===== config.mk =====
export PLATFORM = sky130hd
export DESIGN_NAME = urv_irq_ctrl_flat
export DESIGN_NICKNAME = d
export VERILOG_FILES = /design/src/rtl/urv_irq_ctrl_if.sv /design/src/rtl/urv_irq_ctrl.sv /design/src/flat_wrapper.sv
export SDC_FILE = /design/constraint.sdc
export NUM_CORES = 1
export LEC_CHECK = 0
export ABC_AREA = 1
export CAP_MARGIN = 20
export CORE_ASPECT_RATIO = 1.5
export CORE_MARGIN = 8
export CORE_UTILIZATION = 40
export CTS_CLUSTER_DIAMETER = 80
export DETAILED_ROUTE_END_ITERATION = 6
export GPL_ROUTABILITY_DRIVEN = 0
export GPL_TIMING_DRIVEN = 0
export PLACE_DENSITY = 0.72
export SETUP_SLACK_MARGIN = 0.02
export SKIP_LAST_GASP = 1
export SYNTH_ARGS = -nofsm -noshare
export SYNTH_HDL_FRONTEND = slang
export SYNTH_SLANG_ARGS = --single-unit

===== constraint.sdc =====
create_clock -name clk_i -period 2.6 [get_ports clk_i]
set_input_delay 0.65 -clock clk_i [delete_from_list [all_inputs] [get_ports clk_i]]
set_output_delay 0.65 -clock clk_i [all_outputs]
set_load 0.01 [all_outputs]

===== src/rtl/urv_irq_ctrl_if.sv =====
// Configuration bus and interrupt handshake between the core and urv_irq_ctrl.
// master = core side, slave = interrupt controller side.
interface urv_irq_ctrl_if;
   logic        cfg_we_i;
   logic [2:0]  cfg_addr_i;
   logic [31:0] cfg_wdata_i;
   logic [31:0] cfg_rdata_o;
   logic        irq_o;
   logic [2:0]  irq_id_o;
   logic        irq_ack_i;
   logic        tick_o;

   modport master (
      output cfg_we_i, cfg_addr_i, cfg_wdata_i, irq_ack_i,
      input  cfg_rdata_o, irq_o, irq_id_o, tick_o
   );

   modport slave (
      input  cfg_we_i, cfg_addr_i, cfg_wdata_i, irq_ack_i,
      output cfg_rdata_o, irq_o, irq_id_o, tick_o
   );
endinterface


===== src/rtl/urv_irq_ctrl.sv =====
// urv_irq_ctrl: 8-source fixed-priority interrupt controller with a
// one-outstanding request handshake and a programmable timer tick.
// Optional feature macro: URV_IRQ_EDGE_EN adds edge-triggered sources
// (EDGE register, sticky pending bits, W1C clear on PENDING). Without it
// every source is level-sensitive and no edge flops exist.
// Register map: 0 ENABLE, 1 PENDING, 2 EDGE, 3 ACTIVE/EOI, 4 TICK_DIV.
module urv_irq_ctrl #(
   parameter logic [15:0] TICK_DIV_RST = 16'd0
) (
   input  logic       clk_i,
   input  logic       rst_i,
   input  logic [7:0] irq_i,
   urv_irq_ctrl_if.slave bus
);

   typedef enum logic [1:0] {
      ST_IDLE   = 2'd0,
      ST_REQ    = 2'd1,
      ST_ACTIVE = 2'd2
   } state_t;

   state_t      state_reg, state_next;
   logic        irq_reg;
   logic [2:0]  irq_id_reg, irq_id_next;
   logic [7:0]  enable_reg;
   logic [15:0] tick_div_reg;
   logic [15:0] tick_cnt_reg;
   logic        tick_reg;

   logic [7:0]  pending;
   logic [7:0]  eligible;
   logic [7:0]  edge_rd;
   logic [2:0]  sel_id;
   logic        wr_enable, wr_eoi, wr_tick_div;
   logic        ack_take;
   logic        unused_wdata;

   assign wr_enable   = bus.cfg_we_i && (bus.cfg_addr_i == 3'd0);
   assign wr_eoi      = bus.cfg_we_i && (bus.cfg_addr_i == 3'd3);
   assign wr_tick_div = bus.cfg_we_i && (bus.cfg_addr_i == 3'd4);
   assign ack_take    = (state_reg == ST_REQ) && bus.irq_ack_i;

   // Upper write-data bits are not backed by any register.
   assign unused_wdata = ^bus.cfg_wdata_i[31:16];

`ifdef URV_IRQ_EDGE_EN
   logic [7:0] edge_reg;
   logic [7:0] irq_d_reg;
   logic [7:0] sticky_reg, sticky_next;
   logic [7:0] edge_set, ack_clr, w1c_clr;
   logic       wr_edge, wr_pending;

   assign wr_edge    = bus.cfg_we_i && (bus.cfg_addr_i == 3'd2);
   assign wr_pending = bus.cfg_we_i && (bus.cfg_addr_i == 3'd1);

   // Per-source sticky bookkeeping: a new edge always beats a clear.
   for (genvar gi = 0; gi < 8; gi++) begin : g_sticky
      assign edge_set[gi]    = edge_reg[gi] && irq_i[gi] && !irq_d_reg[gi];
      assign ack_clr[gi]     = ack_take && (irq_id_reg == 3'(gi));
      assign w1c_clr[gi]     = wr_pending && bus.cfg_wdata_i[gi];
      assign sticky_next[gi] = edge_reg[gi] &&
                               (edge_set[gi] || (sticky_reg[gi] && !ack_clr[gi] && !w1c_clr[gi]));
   end

   // Edge-source state: registered input copy, EDGE register, sticky pending.
   always_ff @(posedge clk_i) begin
      if (rst_i) begin
         edge_reg   <= '0;
         irq_d_reg  <= '0;
         sticky_reg <= '0;
      end else begin
         irq_d_reg  <= irq_i;
         sticky_reg <= sticky_next;
         if (wr_edge)
            edge_reg <= bus.cfg_wdata_i[7:0];
      end
   end

   assign pending = (sticky_reg & edge_reg) | (irq_i & ~edge_reg);
   assign edge_rd = edge_reg;
`else
   assign pending = irq_i;
   assign edge_rd = '0;
`endif

   assign eligible = pending & enable_reg;

   // Lowest eligible index wins (source 0 is highest priority).
   always_comb begin
      sel_id = '0;
      for (int i = 7; i >= 0; i--) begin
         if (eligible[i])
            sel_id = 3'(i);
      end
   end

   // Request FSM next-state: one interrupt in flight, no nesting.
   always_comb begin
      state_next  = state_reg;
      irq_id_next = irq_id_reg;
      case (state_reg)
         ST_IDLE: begin
            if (eligible != '0) begin
               state_next  = ST_REQ;
               irq_id_next = sel_id;
            end
         end
         ST_REQ: begin
            if (bus.irq_ack_i) begin
               state_next = ST_ACTIVE;
            end else if (eligible == '0) begin
               state_next = ST_IDLE;
            end else begin
               irq_id_next = sel_id;
            end
         end
         ST_ACTIVE: begin
            if (wr_eoi)
               state_next = ST_IDLE;
         end
         default: state_next = ST_IDLE;
      endcase
   end

   // FSM state register and registered request outputs.
   always_ff @(posedge clk_i) begin
      if (rst_i) begin
         state_reg  <= ST_IDLE;
         irq_reg    <= 1'b0;
         irq_id_reg <= '0;
      end else begin
         state_reg  <= state_next;
         irq_reg    <= (state_next == ST_REQ);
         irq_id_reg <= irq_id_next;
      end
   end

   // ENABLE and TICK_DIV configuration registers.
   always_ff @(posedge clk_i) begin
      if (rst_i) begin
         enable_reg   <= '0;
         tick_div_reg <= TICK_DIV_RST;
      end else begin
         if (wr_enable)
            enable_reg <= bus.cfg_wdata_i[7:0];
         if (wr_tick_div)
            tick_div_reg <= bus.cfg_wdata_i[15:0];
      end
   end

   // Tick counter: counts 0..TICK_DIV, pulses on wrap; idle when TICK_DIV is 0.
   always_ff @(posedge clk_i) begin
      if (rst_i) begin
         tick_cnt_reg <= '0;
         tick_reg     <= 1'b0;
      end else if (wr_tick_div || (tick_div_reg == '0)) begin
         tick_cnt_reg <= '0;
         tick_reg     <= 1'b0;
      end else if (tick_cnt_reg == tick_div_reg) begin
         tick_cnt_reg <= '0;
         tick_reg     <= 1'b1;
      end else begin
         tick_cnt_reg <= tick_cnt_reg + 16'd1;
         tick_reg     <= 1'b0;
      end
   end

   // Combinational register read mux; unmapped addresses read zero.
   always_comb begin
      bus.cfg_rdata_o = '0;
      case (bus.cfg_addr_i)
         3'd0: bus.cfg_rdata_o = {24'h0, enable_reg};
         3'd1: bus.cfg_rdata_o = {24'h0, pending};
         3'd2: bus.cfg_rdata_o = {24'h0, edge_rd};
         3'd3: bus.cfg_rdata_o = {(state_reg == ST_ACTIVE), 28'h0, irq_id_reg};
         3'd4: bus.cfg_rdata_o = {16'h0, tick_div_reg};
         default: bus.cfg_rdata_o = '0;
      endcase
   end

   assign bus.irq_o    = irq_reg;
   assign bus.irq_id_o = irq_id_reg;
   assign bus.tick_o   = tick_reg;

endmodule

===== src/flat_wrapper.sv =====
// flat-port wrapper written by rule: the top's interface ports become plain ports
module urv_irq_ctrl_flat 
#(
   parameter logic [15:0] TICK_DIV_RST = 16'd0
)
  (clk_i, rst_i, irq_i, bus_cfg_we_i, bus_cfg_addr_i, bus_cfg_wdata_i, bus_irq_ack_i, bus_cfg_rdata_o, bus_irq_o, bus_irq_id_o, bus_tick_o);
  urv_irq_ctrl_if bus_i ();
  input  logic clk_i;
  input  logic rst_i;
  input  logic [7:0] irq_i;
  input wire logic [$bits(bus_i.cfg_we_i)-1:0] bus_cfg_we_i;
  input wire logic [$bits(bus_i.cfg_addr_i)-1:0] bus_cfg_addr_i;
  input wire logic [$bits(bus_i.cfg_wdata_i)-1:0] bus_cfg_wdata_i;
  input wire logic [$bits(bus_i.irq_ack_i)-1:0] bus_irq_ack_i;
  output wire logic [$bits(bus_i.cfg_rdata_o)-1:0] bus_cfg_rdata_o;
  output wire logic [$bits(bus_i.irq_o)-1:0] bus_irq_o;
  output wire logic [$bits(bus_i.irq_id_o)-1:0] bus_irq_id_o;
  output wire logic [$bits(bus_i.tick_o)-1:0] bus_tick_o;
  assign bus_i.cfg_we_i = bus_cfg_we_i;
  assign bus_i.cfg_addr_i = bus_cfg_addr_i;
  assign bus_i.cfg_wdata_i = bus_cfg_wdata_i;
  assign bus_i.irq_ack_i = bus_irq_ack_i;
  assign bus_cfg_rdata_o = bus_i.cfg_rdata_o;
  assign bus_irq_o = bus_i.irq_o;
  assign bus_irq_id_o = bus_i.irq_id_o;
  assign bus_tick_o = bus_i.tick_o;
  urv_irq_ctrl #(.TICK_DIV_RST(TICK_DIV_RST)) u_core (.clk_i(clk_i), .rst_i(rst_i), .irq_i(irq_i), .bus(bus_i));
endmodule

==> results of run 1 <==
-- through the flow --
| stage | setup TNS (ps) | worst slack, ps |
|---|---|---|
| floorplan | 0 | 628.8 |
| global placement | -8373 | -594.1 |
| detailed placement | -8620 | -595.9 |
| CTS | 0 | 72.83 |
| global route | 0 | 24.51 |
| finish | 0 | 84.44 |
-- cell usage in the layout (no fill, tap or decap), drive strengths merged --
cell / instances
o2111ai: 3
xor2: 13
clkdlybuf4s15: 2
dfxtp: 47
nand4: 10
a211oi: 1
o22ai: 1
o221ai: 5
nor3b: 1
conb: 15
bufinv: 1
nand2: 67
nand3: 12
nor3: 1
buf: 25
inv: 40
o21ai: 23
clkinv: 1
o21bai: 1
clkdlybuf4s50: 32
clkbuf: 11
ha: 1
xnor2: 15
nor2: 48
a21oi: 29
dlygate4sd2: 16
-- power groups by stage --
| stage | Combinational (mW) | Clock [mW] | Sequential [mW] |
|---|---|---|---|
| 6_report | 0.271 | 0.568 | 0.765 |
| 5_1_grt | 0.298 | 0.595 | 0.769 |
| 4_1_cts | 0.271 | 0.567 | 0.765 |
| 3_5_place_dp | 0.269 | 0 | 0.782 |
| 3_3_place_gp | 0.266 | 0 | 0.781 |
| 2_1_floorplan | 0.153 | 0 | 0.781 |
-- critical path, stage by stage --
cell and delay, ps:
dlygate4sd2_1 300, nor2_4 160, nand2_4 110, buf_4 190, o221ai_1 150, dlygate4sd2_1 300
-- cell type report --
| type | count | area share |
|---|---|---|
| clock inverter | 2 | 0.01065 |
| clock buffer | 6 | 0.02511 |
| inverter | 40 | 0.04566 |
| multi-input combinational | 246 | 0.3954 |
| timing repair buffer | 56 | 0.1587 |
| buffer | 24 | 0.05023 |
| sequential | 47 | 0.2861 |
| tap | 74 | 0.02816 |
-- how the worst max path moves through the flow --
stage / end / slack [ps] / cells past startpoint
after floorplan: bus_cfg_rdata_o[4] / 630 / 4
after global placement: bus_cfg_rdata_o[5] / -590 / 6
after detailed placement: bus_cfg_rdata_o[5] / -600 / 6
after CTS: bus_cfg_rdata_o[0] / 70 / 9
after global routing: bus_cfg_rdata_o[0] / 20 / 9
final: bus_cfg_rdata_o[5] / 80 / 6
-- kinds of logic (layout without fill, tap and decap cells) --
family / Yosys count / after routing / synth area share
AND/OR/NAND/NOR: 139 / 139 / 0.2477
buffers and inverters: 64 / 128 / 0.1256
AO/OA/AOI/OAI: 63 / 63 / 0.1418
flip-flops: 47 / 47 / 0.3794
XOR/XNOR: 28 / 28 / 0.09889
adder cells (fa/ha/maj): 1 / 1 / 0.005045
other: 1 / 15 / 0.001512
-- layer usage --
metal	vias up	routed length [microns]
met4	0	121
met1	1105	2617
met3	12	220
met2	57	3639
li1	1231	-
met5	-	0
-- repair_timing --
| action | in CTS | in global routing |
|---|---|---|
| pin swaps | 1 | 0 |
| hold buffers | 0 | 0 |
| resized for setup | 30 | 5 |
| setup endpoints to repair | 17 | 3 |
| endpoints found under the hold margin | 0 | 0 |
| buffers inserted | 4 | 0 |
==> results.cfg, run 1 <==
[drt]
via_per_inst = 4.859
antenna_left = 0
via_count = 2405
post_drt_wl_per_cell_microns = 13.33
wirelength_mm = 6.598
drc = 0
drt_iter0_drc = 84
drt_pass1_iterations = 5

[worst_setup_path]
regToRegSetupSlack_ps = 1100
worstPathArrival_ps = 1870
required_ps = 1950
end_kind = primary output
rr_worst_depth = 7
worstReg2RegStart = u_core.tick_cnt_reg[0]
cp_max_fo = 10
cp-start-kind = input port
worstSetupStartpoint = bus_cfg_addr_i[0]
r2r_end = u_core.tick_cnt_reg[10]
critPathKind = input port to primary output

[clock_network]
worstSkewPairLatency_ps = 310
cts_sinks = 47
cts_buffer_depth = 2
cts_tree = done
ctsHtreeMaxLevel = 2
clock-root-buffer = clkbuf_8
path_clk_slew_ps = 80
cts_buffers = 5

[floorplan]
die_height_microns = 112.4
die-width_microns = 80.29
ioPinCount = 84
start_util = 0.4074
coreArea_sq_um = 6087
dieArea_sq_um = 9027
rows = 35

[placement]
place_inst = 483
dpl_cell_area_sq_um = 3146
portBuffers = 52
dpl.hpwl_mm = 5.310

[synthesis]
syn_inst = 343
synthArstFlopShare = 0
yosysWarnings = 0
yosysMostFrequentCell = nand2_1
ys_ff_latch = 47
synth.distinct_cells = 31
synth_top_area_frac = 0.3794
yosys-top-cells-area = dfxtp_1 38%, nand2_1 9.5%, nor2_1 6.8%
yosys.area.top_type = dfxtp_1
ys_top_cells_by_count = 63 x nand2_1, 47 x dfxtp_1, 45 x nor2_1, 37 x inv_1, 29 x a21oi_1
yosysSeqAreaShare = 0.3794
synthFlopType = dfxtp_1
netlist_area_sq_um = 2480
synth_edf_count = 0
avgSynthCellArea_sq_um = 7.230

[timing]
clock.fmax_mhz = 397.5
clock_skew_ps = 6.850
fin_hold_ws_ps = 466.3
setup-violations-final = 0
finalMaxSlewViolations = 0
rsz0062_at_grt = false
fin_crit_sh = 0.9675
min_period_ps = 2516
hold_viol = 0

[final_layout]
fillers = 603
utilization = 0.5402
fin_area_sq_um = 3288
layout.cells.non_filler = 495
nets = 468
seq_area_sq_um = 940.9
multi_input_area_sq_um = 1300
layout-drive-gt1-share = 0.1259
antennaDiodeCount = 0
syn_to_final_growth_pct = 32.59

[global_routing]
busiest_layer = met2
grt_util_all_layers = 0.1477
antenna_found_initial = 0
grt_use_met1 = 0.1501
grt_pass1_vias = 2424
met2_usage = 0.2788
met3_usage = 0.02080
overflow = 0
grt_max_degree = 15
grt_pass1_wl_mm = 10.79

[power]
pwr-share-comb = 0.169
p_leak_nw = 1.410
p_int_mw = 1.187
switching_share = 0.2604
power_density_nw_per_um2 = 488.0
switching_power_mw = 0.4179
clkPwrFrac = 0.354
power.total_mw = 1.605
seqPwrFrac = 0.477
vdd_drop_max_uv = 282.2

[run]
cap_violations = 0

[worst_hold_path]
hold-path-cell-count = 1
min_path_type = flip-flop to flip-flop
hold_start = u_core.state_reg[1]
hold_end = u_core.state_reg[1]

[run_status]
status = complete, no violations
No activity file was read; power rests on OpenSTA's default activity.
==> run 2: changes to the inputs <==
--- a/config.mk
+++ b/config.mk
@@ -9,12 +9,11 @@
 export CAP_MARGIN = 20
 export CORE_ASPECT_RATIO = 1.5
 export CORE_MARGIN = 8
-export CORE_UTILIZATION = 40
+export CORE_UTILIZATION = 45
 export CTS_CLUSTER_DIAMETER = 80
 export DETAILED_ROUTE_END_ITERATION = 6
 export GPL_ROUTABILITY_DRIVEN = 0
-export GPL_TIMING_DRIVEN = 0
-export PLACE_DENSITY = 0.72
+export PLACE_DENSITY = 0.79
 export SETUP_SLACK_MARGIN = 0.02
 export SKIP_LAST_GASP = 1
 export SYNTH_ARGS = -nofsm -noshare
==> run 2 against run 1 <==
  * Clock skew increased by 1.3 ps
  * Largest cell class unchanged
  * Critical endpoint is now bus_cfg_rdata_o[10]
  * Via count decreased by 1.7%
  * Count of clock-buffer cells in the layout unchanged
  * Combinational power decreased by 8.1%
  * Sequential cell count unchanged
  * Design area decreased by 4.1%
  * Power decreased by 1.9%
  * Maximum frequency decreased by 2.0%
  * Global-route usage increased by 1.0 points
==> results.cfg, run 2 (synthesis gave the netlist of run 1 again) <==
[floorplan]
ioPinCount = 84
start_util = 0.4585
rows = 33
die_height_microns = 106.9
coreArea_sq_um = 5409
die-width_microns = 76.61
dieArea_sq_um = 8191

[global_routing]
grt_max_degree = 33
grt_pass1_wl_mm = 10.67
overflow = 0
grt_pass1_vias = 2363
antenna_found_initial = 0
grt_util_all_layers = 0.1577

[clock_network]
hold_buffers = 0
cts_buffers = 5
worstSkewPairLatency_ps = 300
cts_sinks = 47
path_clk_slew_ps = 90
cts_buffer_depth = 2
post_cts_buffers = 0
cts_tree = done
ctsHtreeMaxLevel = 2
clock-root-buffer = clkbuf_8
cts_resized = 43

[timing]
fin_crit_sh = 0.9877
setup-violations-final = 0
finalMaxSlewViolations = 0
fin_hold_ws_ps = 478.1
hold_viol = 0
min_period_ps = 2568
clock.fmax_mhz = 389.4
clock_skew_ps = 8.171
rsz0062_at_grt = false

[worst_setup_path]
worstPathArrival_ps = 1920
path_common_cell = buf_4
crit_path_max_incr_delay_ps = 500
critPathKind = input port to primary output
path_cells = clkdlybuf4s50_1, buf_4, nand2_4, buf_4, nor2_1, clkdlybuf4s15_1
cp-start-kind = input port
cpMaxStageDelayCell = clkdlybuf4s50_1
cp_max_fo = 10
end_kind = primary output
required_ps = 1950

[drt]
drt_pass1_iterations = 5
drt_iter0_drc = 99
wirelength_mm = 6.385
via_per_inst = 4.975
post_drt_wl_per_cell_microns = 13.44
antenna_left = 0
via_count = 2363
drc = 0

[power]
vdd_drop_max_uv = 348.5
p_leak_nw = 1.301
seqPwrFrac = 0.486
switching_share = 0.2565
pwr-share-comb = 0.158
switching_power_mw = 0.4036
p_int_mw = 1.170
clkPwrFrac = 0.355
power_density_nw_per_um2 = 499.3

[final_layout]
nets = 452
layout_common_cells = 62 x nand2_1, 47 x dfxtp_1, 45 x nor2_1
layout-drive-gt1-share = 0.1309
syn_to_final_growth_pct = 27.09
final_common_cell = nand2_1
layout.cells.non_filler = 475
antennaDiodeCount = 0
utilization = 0.5827

[worst_hold_path]
min_path_type = flip-flop to flip-flop

[run_status]
status = complete, no violations

[placement]
place_inst = 467
dpl.hpwl_mm = 5.016
portBuffers = 52

[run]
cap_violations = 0
[run 2: changes by cell type in the layout (fill, tap and decap cells not counted), sizes merged]
cell / before / now
clkdlybuf4s15: 2 / 3
clkdlybuf4s50: 32 / 33
buf: 25 / 16
clkbuf: 11 / 16
dlygate4sd2: 16 / 2
[run 2: worst max-delay path, delay by kind of cell]
| family | cells | cell delay (ps) |
|---|---|---|
| AND/OR/NAND/NOR | 2 | 200 |
| buffers and inverters | 4 | 1060 |
[run 2: layout make-up]
type,instances,area [sq um]
clock buffers,6,82.58
clock inverters,2,35.03
fillers,529,2257
inverters,40,150.1
multi-input cells,246,1304
flip-flops and latches,47,940.9
well taps,70,87.58
repair buffers,64,551.8
[run 2: stage by stage]
stage,instance area [sq um],TNS [ps],power (mW),setup slack (ps)
after floorplan,2532,0,0.9346,628.8
after global placement,3082,-5177,1.029,-327.7
after detailed placement,3082,-5475,1.034,-378.8
after CTS,3214,0,1.580,23.81
after global routing,3152,0,1.643,22.58
final,3152,0,1.574,32.01
[run 2: worst paths after layout]
check | slack [ps] | depth (start not counted) | to | start
max reg2reg | 1050 | 7 | u_core.tick_cnt_reg[10] | u_core.tick_cnt_reg[0]
max | 30 | 6 | bus_cfg_rdata_o[10] | bus_cfg_addr_i[2]
min | 480 | 2 | u_core.enable_reg[3] | u_core.enable_reg[3]
min reg2reg | 480 | 2 | u_core.enable_reg[3] | u_core.enable_reg[3]
[run 2: layer usage]
metal / vias to the layer above / routed length, microns / GRT usage
met3: 8 / 268 / 0.03266
met1: 1087 / 2479 / 0.1613
met2: 73 / 3540 / 0.3030
met5: - / 0 / 0
li1: 1195 / - / -
met4: 0 / 96 / 0.06215
[run 2: power by group through the flow]
stage | registers, mW | clock network [mW] | logic [mW]
after floorplan | 0.781 | 0 | 0.153
after global placement | 0.781 | 0 | 0.248
after detailed placement | 0.782 | 0 | 0.252
after CTS | 0.765 | 0.563 | 0.252
after global routing | 0.769 | 0.598 | 0.277
final | 0.765 | 0.559 | 0.249
